`src/rtl/alu_cmd_sequencer.sv`:
```
// Command FIFO plus issue/capture sequencer in front of a combinational ALU.
// Optional divide-by-zero trap: define ALU_SEQ_DIV0_TRAP_EN.
//
// state | meaning
// IDLE  | waiting for a queued command
// EXEC  | operands on alu_*, ALU settling; capture at next edge
// RESP  | response held on rsp_* until rsp_ready
module alu_cmd_sequencer #(
   parameter int DEPTH = 4,
   parameter int W     = 4
) (
   input  logic         clk,
   input  logic         rst_n,
   input  logic         cmd_valid,
   output logic         cmd_ready,
   input  logic [2:0]   cmd_opcode,
   input  logic [W-1:0] cmd_a,
   input  logic [W-1:0] cmd_b,
   output logic [W-1:0] alu_A,
   output logic [W-1:0] alu_B,
   output logic [2:0]   alu_opcode,
   input  logic [W-1:0] alu_result,
   input  logic [W-1:0] alu_remainder,
   input  logic         alu_zero,
   input  logic         alu_overflow,
   output logic         rsp_valid,
   input  logic         rsp_ready,
   output logic [2:0]   rsp_opcode,
   output logic [W-1:0] rsp_result,
   output logic [W-1:0] rsp_remainder,
   output logic         rsp_zero,
   output logic         rsp_overflow,
   output logic         rsp_div0,
   output logic         busy
);

   localparam int AW = (DEPTH > 1) ? $clog2(DEPTH) : 1;
   localparam int CW = AW + 1;
   localparam logic [CW-1:0] CNT_FULL = CW'(DEPTH);
   localparam logic [2:0] OP_DIV = 3'b111;

   typedef enum logic [1:0] {IDLE = 2'd0, EXEC = 2'd1, RESP = 2'd2} state_t;

   typedef struct packed {
      logic [2:0]   op;
      logic [W-1:0] a;
      logic [W-1:0] b;
   } cmd_t;

   state_t         state, state_nxt;
   cmd_t           mem [DEPTH];
   cmd_t           head;
   logic [AW-1:0]  wr_ptr, rd_ptr;
   logic [CW-1:0]  count;
   logic           full, empty, push, pop, issue, capture, rsp_hs;

   assign full      = (count == CNT_FULL);
   assign empty     = (count == '0);
   assign cmd_ready = !full;
   assign push      = cmd_valid && cmd_ready;
   assign head      = mem[rd_ptr];
   assign busy      = (state != IDLE) || !empty;

   always_ff @(posedge clk) begin
      if (push) mem[wr_ptr] <= {cmd_opcode, cmd_a, cmd_b};
   end

   always_ff @(posedge clk or negedge rst_n) begin
      if (!rst_n) begin
         wr_ptr <= '0;
         rd_ptr <= '0;
         count  <= '0;
      end else begin
         if (push) wr_ptr <= wr_ptr + AW'(1);
         if (pop)  rd_ptr <= rd_ptr + AW'(1);
         case ({push, pop})
            2'b10:   count <= count + CW'(1);
            2'b01:   count <= count - CW'(1);
            default: count <= count;
         endcase
      end
   end

   always_ff @(posedge clk or negedge rst_n) begin
      if (!rst_n) state <= IDLE;
      else        state <= state_nxt;
   end

   always_comb begin
      state_nxt = state;
      pop       = 1'b0;
      capture   = 1'b0;
      rsp_hs    = 1'b0;
      case (state)
         IDLE: begin
            if (!empty) begin
               pop       = 1'b1;
               state_nxt = EXEC;
            end
         end
         EXEC: begin
            capture   = 1'b1;
            state_nxt = RESP;
         end
         RESP: begin
            if (rsp_ready) begin
               rsp_hs = 1'b1;
               if (!empty) begin
                  pop       = 1'b1;
                  state_nxt = EXEC;
               end else begin
                  state_nxt = IDLE;
               end
            end
         end
         default: state_nxt = IDLE;
      endcase
   end

`ifdef ALU_SEQ_DIV0_TRAP_EN
   logic         head_trap, trap_q;
   logic [W-1:0] trap_a_q;

   // a trapped divide never reaches the ALU, so alu_* keep the previous operation
   assign head_trap = (head.op == OP_DIV) && (head.b == '0);
   assign issue     = pop && !head_trap;

   always_ff @(posedge clk or negedge rst_n) begin
      if (!rst_n) begin
         trap_q   <= 1'b0;
         trap_a_q <= '0;
      end else if (pop) begin
         trap_q   <= head_trap;
         trap_a_q <= head.a;
      end
   end
`else
   assign issue    = pop;
   assign rsp_div0 = 1'b0;
`endif

   always_ff @(posedge clk or negedge rst_n) begin
      if (!rst_n) begin
         alu_A      <= '0;
         alu_B      <= '0;
         alu_opcode <= '0;
      end else if (issue) begin
         alu_opcode <= head.op;
         alu_A      <= head.a;
         alu_B      <= head.b;
      end
   end

   always_ff @(posedge clk or negedge rst_n) begin
      if (!rst_n) begin
         rsp_valid     <= 1'b0;
         rsp_opcode    <= '0;
         rsp_result    <= '0;
         rsp_remainder <= '0;
         rsp_zero      <= 1'b0;
         rsp_overflow  <= 1'b0;
`ifdef ALU_SEQ_DIV0_TRAP_EN
         rsp_div0      <= 1'b0;
`endif
      end else if (capture) begin
         rsp_valid     <= 1'b1;
         rsp_opcode    <= alu_opcode;
         rsp_result    <= alu_result;
         // the ALU leaves a stale remainder on non-divide ops
         rsp_remainder <= (alu_opcode == OP_DIV) ? alu_remainder : '0;
         rsp_zero      <= alu_zero;
         rsp_overflow  <= alu_overflow;
`ifdef ALU_SEQ_DIV0_TRAP_EN
         rsp_div0      <= trap_q;
         if (trap_q) begin
            rsp_opcode    <= OP_DIV;
            rsp_result    <= '1;
            rsp_remainder <= trap_a_q;
            rsp_zero      <= 1'b0;
            rsp_overflow  <= 1'b1;
         end
`endif
      end else if (rsp_hs) begin
         rsp_valid <= 1'b0;
      end
   end

endmodule

```
`config.mk`:
```
export PLATFORM = sky130hd
export DESIGN_NAME = alu_cmd_sequencer
export DESIGN_NICKNAME = d
export VERILOG_FILES = /design/src/rtl/alu_cmd_sequencer.sv
export SDC_FILE = /design/constraint.sdc
export NUM_CORES = 1
export LEC_CHECK = 0
export ABC_CLOCK_PERIOD_IN_PS = 2100
export CAP_MARGIN = 20
export CORE_ASPECT_RATIO = 0.75
export CORE_MARGIN = 1
export CORE_UTILIZATION = 47
export DETAILED_ROUTE_END_ITERATION = 10
export PLACE_DENSITY = 0.83
export SYNTH_ARGS = -nofsm -noshare
export SYNTH_HDL_FRONTEND = slang
export SYNTH_SLANG_ARGS = --single-unit
```
`constraint.sdc`:
```
create_clock -name clk -period 2.1 [get_ports clk]
set_input_delay 0.525 -clock clk [delete_from_list [all_inputs] [get_ports clk]]
set_output_delay 0.525 -clock clk [all_outputs]
set_load 0.02 [all_outputs]
```
==> metrics.md, run 1 <==
| Metric | Value |
|---|---|
| Setup Viol. Count Final | `0` |
| Worst-path cell chain | `or3b_4 > and2_4 > inv_4 > ha_4 > inv_2 > fa_2 > xor2_1 > nor2_1 > xor2_1` |
| Gate Count Post-Synth | `170` |
| Post-Syn Nets | `201` |
| Buffer and inverter count on the worst path | `2` |
| Post-CTS clock slew at the launch and capture registers of the worst setup and hold paths | `80 ps` |
| Share of the clock period used by the worst path | `96.25%` |
| Met3 Use GR | `6.709%` |
| Initial antenna violation count | `0` |
| Antenna Cells | `0` |
| Required time of the critical path | `2370 ps` |
| Final max-slew violation count | `0` |
| Worst reg-to-reg setup slack | `80 ps` |
| WL per Instance | `16.09 um` |
| Share of layout cells above drive strength 1 | `30.65%` |
| Starting density of the core | `49.01%` |
| Lkg Pwr | `1.609 nW` |
| GR Util met1 | `22.68%` |
| Total number of placement rows | `25` |
| Clock latency on the worst-skew pair | `340 ps` |
| Worst voltage drop across the vdd grid | `0.0006758 V` |
| Vias in the first global route | `1670` |
| Number of levels the H-tree was split into | `3` |
| Critical path capture point type | `flop` |
| GRT Util Overall | `17.39%` |
| Number of failing hold endpoints at the final stage | `0` |
| Ratio of total power to cell area | `1557 mW/mm2` |
| Via density per instance | `5.024` |
| Number of register bits inferred by synthesis | `78` |
| Total congestion overflow | `0` |
| Clock sinks | `78` |
| Sequential-to-total area share from yosys stat | `70.14%` |
| Critical setup path kind | `reg2reg` |
| Dominant cell type by count on the critical path | `xor2_1` |
| Total die area | `0.006921 mm2` |
| Dpl ws | `-267.6 ps` |
| Final Critical Period | `2021 ps` |
| Unrepaired setup endpoints after global routing | `yes` |
| DRC marker count from the first detailed-route iteration | `117` |
| Critical Path Start Type | `flop` |
| Final routed DRC violation total | `0` |
| Clk Tree Root Cell | `clkbuf_8` |
| Routed wire length | `5294 um` |
| Run status | `complete, no violations` |
| Number of nets in the finished design | `274` |
| Max Buffers Root-to-Sink | `2` |
| Final antenna-violating net count | `0` |
| Post-synthesis instance area | `0.003097 mm2` |
| Actual transition at the worst max-transition pin | `686.8 ps` |
| Placer's final routability congestion estimate | `0.7196` |
| Crit path largest cell delay | `430 ps` |
| Max Clk Rate | `0.4948 GHz` |
| Number of iterations in the first detailed-routing pass | `4` |
| Total of warnings raised by yosys | `0` |
| Library cell contributing the largest single delay on the critical path | `dfrtp_2` |
| Busiest layer in global routing | `met2` |
| Overall via count from detail_route | `1653` |
| Clock tree from TritonCTS | `built` |
| CP max FO | `3` |
| Path type of the worst min-delay path | `reg2reg` |
| Distinct cell type count after synthesis | `28` |
| Worst Skew | `4.153 ps` |
| Die Span Y | `72.30 um` |
| Max transition margin | `54.21%` |
| Reported max-cap violation count | `0` |
| Number of buffer cells added on primary ports | `51` |
| Layout area overhead | `32.20%` |
| Top cell family by delay on the critical path | `simple AND/OR/NAND/NOR gates` |
| Worst slack on hold paths | `498.9 ps` |
| Core Footprint | `0.006319 mm2` |
| Global routing met2 resource utilization | `26.75%` |
| Horiz. Die Dim | `95.73 um` |
| Post-route setup slack | `78.80 ps` |
| CP Data Arrival Time | `2290 ps` |
| Average footprint of a synthesized cell | `18.22 um2` |
| Number of buffers added by the clock tree synthesis step | `9` |
| Global-route wire length before repair | `8424 um` |
| Largest net degree at the start of global routing | `35` |
| Number of placed I/O pins | `53` |
| Placed wire-length estimate after detailed placement | `3562 um` |
## final timing paths
kind,to,cells after the start,start
max in group asynchronous,count[0],2,rst_n
setup reg to reg,count[2],9,count[1]
min in group asynchronous,rsp_result[3],2,rst_n
hold / removal,rsp_result[1],1,rsp_result[1]
setup / recovery,count[2],9,count[1]
hold reg to reg,rsp_result[1],1,rsp_result[1]
## metal layers
layer	vias up	routed length (um)
li1	772	-
met1	818	2397
met2	57	2489
met3	6	355
met4	0	51
met5	-	0
## state kept, by name, indices dropped and copies added, names as in the netlist, 2 cells and up
| register | count |
|---|---|
| alu_B | 4 |
| state | 2 |
| alu_A | 4 |
| mem | 44 |
| rd_ptr | 2 |
| count | 3 |
| rsp_opcode | 3 |
| wr_ptr | 2 |
| alu_opcode | 3 |
| rsp_remainder | 4 |
| rsp_result | 4 |
## synth_stat cells
| library cell | instances | area [um2] |
|---|---|---|
| inv_1 | 7 | 26.28 |
| mux2_4 | 9 | 135.1 |
| mux2_2 | 11 | 123.9 |
| mux2i_1 | 1 | 10.01 |
| or3b_4 | 1 | 11.26 |
| buf_6 | 1 | 11.26 |
| ha_1 | 5 | 62.56 |
| mux4_2 | 11 | 247.7 |
| buf_2 | 3 | 15.01 |
| buf_4 | 2 | 15.01 |
| nor4b_2 | 1 | 15.01 |
| o21ai_0 | 5 | 25.02 |
| mux2_1 | 1 | 11.26 |
| xor2_1 | 4 | 35.03 |
| conb_1 | 1 | 3.750 |
| nor2_1 | 2 | 7.510 |
| and3_1 | 5 | 31.28 |
| nor3_1 | 1 | 5.000 |
| nor2b_1 | 1 | 6.260 |
| xnor2_1 | 2 | 17.52 |
| nor3_2 | 2 | 20.02 |
| fa_1 | 1 | 20.02 |
| dfrtp_1 | 34 | 850.8 |
| nand2_1 | 10 | 37.54 |
| nand2b_1 | 2 | 12.51 |
| a21oi_1 | 2 | 10.01 |
| and2_4 | 1 | 8.760 |
| edfxtp_1 | 44 | 1321 |
## metrics by stage
step | cells | cell area [um2] | setup TNS, ps | util [%] | power, mW
after floorplan | 170 | 3105 | 0 | - | 4.118
after global placement | 307 | 3805 | -296.1 | 60.22 | 5.018
after detailed placement | 307 | 3805 | -392.1 | 60.22 | 5.116
after CTS | 325 | 4063 | -24.29 | 64.30 | 6.399
after global routing | 329 | 4094 | -12.80 | 64.79 | 6.731
final | 329 | 4094 | 0 | 64.79 | 6.373
## cell type report
| cell class | count | area, um2 |
|---|---|---|
| Multi-Input combinational cell | 79 | 878.3 |
| Inverter | 7 | 28.78 |
| Timing Repair Buffer | 68 | 685.7 |
| Tap cell | 81 | 101.3 |
| Fill cell | 447 | 2225 |
| Clock buffer | 11 | 173.9 |
| Clock inverter | 5 | 51.30 |
| Sequential cell | 78 | 2175 |
## layout by cell type, fill, tap and decap left out, types with 2 or more instances in the layout
master,synthesis,final
xnor2_1,2,2
mux4_2,11,11
mux2_4,9,9
xor2_1,4,4
and3_1,5,5
mux2_2,11,11
dfrtp_1,34,32
clkinv_2,0,3
o21ai_0,5,5
dfrtp_2,0,2
nor2_1,2,2
clkbuf_16,0,2
a21oi_1,2,2
nand2b_1,2,2
nand2_1,10,10
edfxtp_1,44,44
clkdlybuf4s50_1,0,48
ha_1,5,4
inv_1,7,5
buf_4,2,13
clkbuf_8,0,9
inv_4,0,2
buf_12,0,4
## repair_timing
item,in CTS,in global routing
gates resized for setup,7,5
pin swaps,3,7
setup buffers,2,4
endpoints found under the setup margin,3,3
hold buffers,0,0
## cells by family after synthesis
group	Yosys count	share of synthesized area, %
DFF	78	70.14
muxes	33	17.05
and+or+nand+nor	26	5.010
buffers and inverters	13	2.182
AOI/OAI and AO/OA	7	1.131
adders and majority gates	6	2.667
xor gates and xnor gates	6	1.697
other	1	0.1211
## where the power goes
part / internal (mW) / switching [mW]
Sequential: 2.16 / 0.308
Combinational: 1.52 / 1.18
Clock: 0.687 / 0.509
Total: 4.37 / 2.00
Note: power is estimated with default switching activity, not from simulation.
==> inputs of run 2 (changes only) <==
--- a/config.mk
+++ b/config.mk
@@ -6,12 +6,13 @@
 export NUM_CORES = 1
 export LEC_CHECK = 0
 export ABC_CLOCK_PERIOD_IN_PS = 2100
-export CAP_MARGIN = 20
+export CAP_MARGIN = 0
 export CORE_ASPECT_RATIO = 0.75
 export CORE_MARGIN = 1
 export CORE_UTILIZATION = 47
 export DETAILED_ROUTE_END_ITERATION = 10
 export PLACE_DENSITY = 0.83
+export REMOVE_ABC_BUFFERS = 1
 export SYNTH_ARGS = -nofsm -noshare
 export SYNTH_HDL_FRONTEND = slang
 export SYNTH_SLANG_ARGS = --single-unit
==> run 2 against run 1 <==
  * Utilization is 1.5 points lower
  * Fmax is 1.5% lower
  * Sequential share of layout area is 1.2 points higher
  * Combinational power is 4% lower
  * Die area stayed put
  * Final cell count is 1.2% higher
  * Register-to-register slack worse by 30 ps
  * Flip-flop and latch count stayed put
  * Critical path depth stayed put
  * Via count is 1.1% lower
==> metrics.md, run 2 (same netlist as run 1, synthesis figures left out) <==
| Metric | Value |
|---|---|
| Run status | `complete, no violations` |
| CP max FO | `3 (unchanged)` |
| Core Footprint | `0.006319 mm2 (unchanged)` |
| Met3 routed wirelength | `259 um (-27%)` |
| Setup Viol. Count Final | `0 (unchanged)` |
| Worst slack on hold paths | `195.2 ps (-303.7 ps)` |
| Path type of the worst min-delay path | `in2async` |
| Post-route setup slack | `48.15 ps (-30.65 ps)` |
| Commonest non-fill, non-tap cells in the layout | `clkdlybuf4s50_1 (48), edfxtp_1 (44), dfrtp_1 (34)` |
| Buffer and inverter count on the worst path | `2 (unchanged)` |
| Met2 WL | `2524 um (+1.4%)` |
| Number of failing hold endpoints at the final stage | `0 (unchanged)` |
| Antenna Cells | `0 (unchanged)` |
| Vias in the first global route | `1738 (+4.1%)` |
| Worst Skew | `11.60 ps (+7.445 ps)` |
| Clock tree from TritonCTS | `built` |
| Number of iterations in the first detailed-routing pass | `4 (unchanged)` |
| Highest metal layer with signal wires | `met4` |
| Reported max-cap violation count | `0 (unchanged)` |
| WL per Instance | `15.20 um (-5.5%)` |
| Share of layout cells above drive strength 1 | `30.56% (-0.090 points)` |
| Routed met1 length | `2197 um (-8.3%)` |
| Number of placed I/O pins | `53 (unchanged)` |
| Share of the clock period used by the worst path | `97.71% (+1.5 points)` |
| Lkg Pwr | `1.576 nW (-2.0%)` |
| Die Span Y | `72.30 um (unchanged)` |
| Max Clk Rate | `0.4874 GHz (-1.5%)` |
| Final Critical Period | `2052 ps (+30.65 ps)` |
| Placer's final routability congestion estimate | `0.7480 (+3.9%)` |
| Number of flip-flops under the largest register name | `44 (unchanged)` |
| Final max-slew violation count | `0 (unchanged)` |
| Number of buffer cells added on primary ports | `51 (unchanged)` |
| Starting density of the core | `49.01% (unchanged)` |
| Register containing the most flip-flops in the final layout | `mem` |
| Worst voltage drop across the vdd grid | `0.0006942 V (+2.7%)` |
| Post-CTS clock slew at the launch and capture registers of the worst setup and hold paths | `80 ps (about the same)` |
| Worst reg-to-reg setup slack | `50 ps (-30 ps)` |
| Dpl ws | `-320.6 ps (-52.91 ps)` |
| Horiz. Die Dim | `95.73 um (unchanged)` |
| Critical Path Start Type | `input port` |
| Number of buffers added by the clock tree synthesis step | `9 (unchanged)` |
| Number of nets in the finished design | `278 (+1.5%)` |
| Number of levels the H-tree was split into | `3 (unchanged)` |
| Final antenna-violating net count | `0 (unchanged)` |
| Max Buffers Root-to-Sink | `2 (unchanged)` |
| Top cell family by delay on the critical path | `adder cells` |
| Layout area overhead | `29.13%` |
| Actual transition at the worst max-transition pin | `610.4 ps (-76.38 ps)` |
| Dominant cell type by count on the critical path | `xor2_1` |
| Critical setup path kind | `in2reg` |
| GRT Util Overall | `16.74% (-0.65 points)` |
| Placed wire-length estimate after detailed placement | `3542 um (-0.54%)` |
| Clock sinks | `78 (unchanged)` |
| Crit path largest cell delay | `490 ps (+60 ps)` |
| Initial antenna violation count | `0 (unchanged)` |
| Logic depth of the worst register-to-register path | `9 (unchanged)` |
| Hold bufs inserted after CTS | `0 (unchanged)` |
| Ratio of total power to cell area | `1513 mW/mm2 (-2.8%)` |
| Most common cell after layout, fill and taps aside | `clkdlybuf4s50_1` |
| Total number of placement rows | `25 (unchanged)` |
| CP Data Arrival Time | `2320 ps (+30 ps)` |
| Largest net degree at the start of global routing | `35 (unchanged)` |
| Required time of the critical path | `2370 ps (about the same)` |
| Global-route wire length before repair | `8148 um (-3.3%)` |
| Via density per instance | `4.907 (-2.3%)` |
| Worst r2r src | `count[0]` |
| Library cell contributing the largest single delay on the critical path | `clkdlybuf4s50_1` |
| DRC marker count from the first detailed-route iteration | `70 (-40%)` |
| Overall via count from detail_route | `1634 (-1.1%)` |
| Reg-to-reg endpoint | `count[2]` |
| Clock latency on the worst-skew pair | `350 ps (about the same)` |
| Routed wire length | `5062 um (-4.4%)` |
| Clk Tree Root Cell | `clkbuf_8` |
| Max transition margin | `59.30% (+5.1 points)` |
| Worst-path cell chain | `clkdlybuf4s50_1 > nor2b_1 > nor3_2 > ha_2 > inv_2 > fa_2 > xor2_1 > nor2_1 > xor2_1` |
| Total die area | `0.006921 mm2 (unchanged)` |
| Final routed DRC violation total | `0 (unchanged)` |
| Critical path capture point type | `flop` |
| Total congestion overflow | `0 (unchanged)` |
## run 2: layout make-up
class                   count  area, um2
flip-flops and latches     78       2172
clock inverters             5      32.53
repair buffers             72      656.9
well taps                  81      101.3
clock buffers              11      141.4
inverters                   7      26.28
fillers                   457       2320
multi-input cells          79      868.3
## run 2: repair_timing
item,in CTS,in global routing
gates resized for setup,7,2
buffers inserted,0,2
pin swaps,2,6
endpoints found under the setup margin,3,3
## run 2: power breakdown
| group | internal (mW) | leakage [nW] | switching, mW |
|---|---|---|---|
| sequential | 2.15 | 0.809 | 0.307 |
| clock | 0.462 | 0.0900 | 0.531 |
| combinational | 1.47 | 0.677 | 1.13 |
## run 2: metal layers
metal  global-route usage (%)  vias to the layer above
met1                    20.33                      809
met4                    7.297                        0
li1                         -                      779
met3                    6.499                       11
met5                        0                        -
met2                    26.83                       35
## run 2: worst reg2reg max path, cell delays in order (launching register included)
cell	delay [ps]
dfrtp_1	380
or3b_4	400
and2_4	150
inv_1	50
ha_2	180
inv_2	40
fa_2	340
xor2_1	160
nor2_1	120
xor2_1	150
## run 2: worst max-delay path by stage
stage | end | cells after the start | start | slack, ps
floorplan | count[2] | 8 | rsp_ready | -440
global placement | count[2] | 9 | rsp_ready | -260
detailed placement | count[2] | 9 | rsp_ready | -320
CTS | count[2] | 9 | count[1] | 30
global route | count[2] | 9 | count[0] | -10
finish | count[2] | 9 | rsp_ready | 50
## run 2: stage by stage
step | utilization [%] | instance area [um2] | cells | TNS [ps] | power, mW
6_report | 63.29 | 3999 | 333 | 0 | 6.051
5_1_grt | 63.29 | 3999 | 333 | -10.09 | 6.428
4_1_cts | 63.15 | 3990 | 331 | 0 | 6.122
3_5_place_dp | 60.22 | 3805 | 315 | -407.7 | 5.088
3_3_place_gp | 60.22 | 3805 | 315 | -304.4 | 4.999
2_1_floorplan | - | 3055 | 164 | -669.8 | 4.029
==> inputs of run 3 (changes only) <==
--- a/config.mk
+++ b/config.mk
@@ -7,9 +7,11 @@
 export LEC_CHECK = 0
 export ABC_CLOCK_PERIOD_IN_PS = 2100
 export CAP_MARGIN = 0
+export CELL_PAD_IN_SITES_DETAIL_PLACEMENT = 0
+export CELL_PAD_IN_SITES_GLOBAL_PLACEMENT = 1
 export CORE_ASPECT_RATIO = 0.75
 export CORE_MARGIN = 1
-export CORE_UTILIZATION = 47
+export CORE_UTILIZATION = 40
 export DETAILED_ROUTE_END_ITERATION = 10
 export PLACE_DENSITY = 0.83
 export REMOVE_ABC_BUFFERS = 1
==> run 3 against run 2 <==
  * Die area up 17%
  * First-iteration DRC count is 4.3% lower
  * Largest cell class unchanged
  * Via count fell by 1.8%
  * Routed wire length grew 1.2%
  * Global-route usage fell by 2.7 points
  * Cell area is 1.0% higher
  * Clock-buffer cell count rose by 1
==> metrics.md, run 3 (same netlist as run 1, synthesis figures left out) <==
| Metric | Value |
|---|---|
| Run status | `complete, no violations` |
| Clock tree from TritonCTS | `built` |
| Share of the clock period used by the worst path | `96.35% (-1.4 points)` |
| Number of placed I/O pins | `53 (unchanged)` |
| Worst r2r src | `count[1]` |
| Number of iterations in the first detailed-routing pass | `4 (unchanged)` |
| Final Critical Period | `2023 ps (-28.43 ps)` |
| Cell area after placement | `0.003840 mm2 (+0.92%)` |
| Number of failing hold endpoints at the final stage | `0 (unchanged)` |
| DRC marker count from the first detailed-route iteration | `67 (-4.3%)` |
| Register containing the most flip-flops in the final layout | `mem` |
| Placed wire-length estimate after detailed placement | `3555 um (+0.36%)` |
| Global-route wire length before repair | `8514 um (+4.5%)` |
| Actual transition at the worst max-transition pin | `574.8 ps (-35.64 ps)` |
| Worst voltage drop across the vdd grid | `0.0005829 V (-16%)` |
| Lkg Pwr | `1.582 nW (+0.38%)` |
| Total number of placement rows | `27 (+8.0%)` |
| Fill count | `611 (+34%)` |
| Final antenna-violating net count | `0 (unchanged)` |
| Critical Path Start Type | `flop` |
| Max Buffers Root-to-Sink | `2 (unchanged)` |
| Die Span Y | `78.20 um (+8.2%)` |
| Total die area | `0.008102 mm2 (+17%)` |
| Final routed DRC violation total | `0 (unchanged)` |
| Clock sinks | `78 (unchanged)` |
| Worst Skew | `9.571 ps (-2.027 ps)` |
| CP max FO | `2 (-1)` |
| Post-CTS clock slew at the launch and capture registers of the worst setup and hold paths | `80 ps (about the same)` |
| # placed instances | `333 (+5.7%)` |
| Number of levels the H-tree was split into | `3 (unchanged)` |
| Share of layout cells above drive strength 1 | `28.63% (-1.9 points)` |
| Post-route standard cell area excluding fillers | `0.004039 mm2 (+1.0%)` |
| Max transition margin | `61.68% (+2.4 points)` |
| Worst slack on hold paths | `128.3 ps (-66.86 ps)` |
| Number of non-filler instances in the completed layout | `349 (+4.8%)` |
| Path type of the worst min-delay path | `in2async` |
| Overall power consumption | `6.126 mW (+1.2%)` |
| Hold bufs inserted after CTS | `0 (unchanged)` |
| Clock latency on the worst-skew pair | `330 ps (-20 ps)` |
| Core Footprint | `0.007432 mm2 (+18%)` |
| Total congestion overflow | `0 (unchanged)` |
| Horiz. Die Dim | `103.6 um (+8.2%)` |
| Critical Path Source | `count[1]` |
| Initial antenna violation count | `0 (unchanged)` |
| GRT Util Overall | `14.09% (-2.7 points)` |
| Number of buffer cells added on primary ports | `51 (unchanged)` |
| Critical setup path kind | `reg2reg` |
| Number of flip-flops under the largest register name | `44 (unchanged)` |
| Commonest non-fill, non-tap cells in the layout | `clkdlybuf4s50_1 (48), edfxtp_1 (44), dfrtp_1 (34)` |
| Unrepaired setup endpoints after global routing | `yes` |
| Starting density of the core | `41.67% (-7.3 points)` |
| Largest net degree at the start of global routing | `20 (-43%)` |
| Max Clk Rate | `0.4942 GHz (+1.4%)` |
| WL per Instance | `14.68 um (-3.5%)` |
| Most common cell after layout, fill and taps aside | `clkdlybuf4s50_1` |
| CP Data Arrival Time | `2290 ps (-30 ps)` |
| Number of nets in the finished design | `274 (-1.4%)` |
| Routed wire length | `5122 um (+1.2%)` |
| Reported max-cap violation count | `0 (unchanged)` |
| Layout area overhead | `30.42%` |
| Via density per instance | `4.599 (-6.3%)` |
| Clk Tree Root Cell | `clkbuf_8` |
| Vias in the first global route | `1715 (-1.3%)` |
| Antenna Cells | `0 (unchanged)` |
| Final max-slew violation count | `0 (unchanged)` |
| Placer's final routability congestion estimate | `0.6917 (-7.5%)` |
| Overall via count from detail_route | `1605 (-1.8%)` |
| Critical path capture point type | `flop` |
| Number of buffers added by the clock tree synthesis step | `9 (unchanged)` |
| Core Util, Final | `54.34% (-8.9 points)` |
| Required time of the critical path | `2370 ps (about the same)` |
| Setup Viol. Count Final | `0 (unchanged)` |
| Ratio of total power to cell area | `1517 mW/mm2 (+0.23%)` |
[run 3: worst paths after layout]
| path | end | slack (ps) | cells after the start |
|---|---|---|---|
| min reg2reg | rsp_remainder[0] | 480 | 2 |
| min in group clk | rsp_remainder[0] | 480 | 2 |
| min | rsp_result[0] | 130 | 1 |
| max | count[2] | 80 | 9 |
| max in group asynchronous | rd_ptr[1] | 1520 | 2 |
| max reg2reg | count[2] | 80 | 9 |
[run 3: report_power, final]
part           total [mW]  internal (mW)  leakage (nW)  switching (mW)
sequential           2.48           2.16         0.809           0.326
combinational        2.56           1.46         0.666            1.10
clock                1.09          0.573         0.107           0.514
[run 3: final cells by class]
| class | instances | area, um2 | area share [%] |
|---|---|---|---|
| sequential | 78 | 2172 | 53.78 |
| multi-input combinational | 79 | 859.6 | 21.28 |
| timing repair buffer | 68 | 651.9 | 16.14 |
| clock buffer | 12 | 177.7 | 4.399 |
| tap | 101 | 126.4 | 3.129 |
| inverter | 7 | 26.28 | 0.6506 |
| clock inverter | 4 | 25.02 | 0.6196 |
[run 3: timing repair]
item | CTS | global route
endpoints found under the setup margin | 2 | 2
setup buffers | 0 | 0
resized for setup | 3 | 2
pin swaps | 0 | 2
[run 3: metrics by stage]
step / worst slack [ps] / TNS (ps)
after CTS: 0.2377 / 0
after global routing: -25.76 / -25.76
after detailed placement: -300.9 / -383.2
final: 76.58 / 0
after floorplan: -435.5 / -669.8
after global placement: -242.2 / -274.8
[run 3: per-layer routing]
layer	GRT usage, %	share of wire, %
met4	3.913	0.66
met2	22.62	49
met5	0	0
met1	18.00	45
met3	5.316	4.5
[run 3: critical path: stages (launching register included)]
cell and delay [ps]:
dfrtp_1 380, or3b_4 400, and2_4 170, inv_1 50, ha_1 150, inv_1 60
fa_2 330, xor2_1 160, nor2_1 120, xor2_1 140
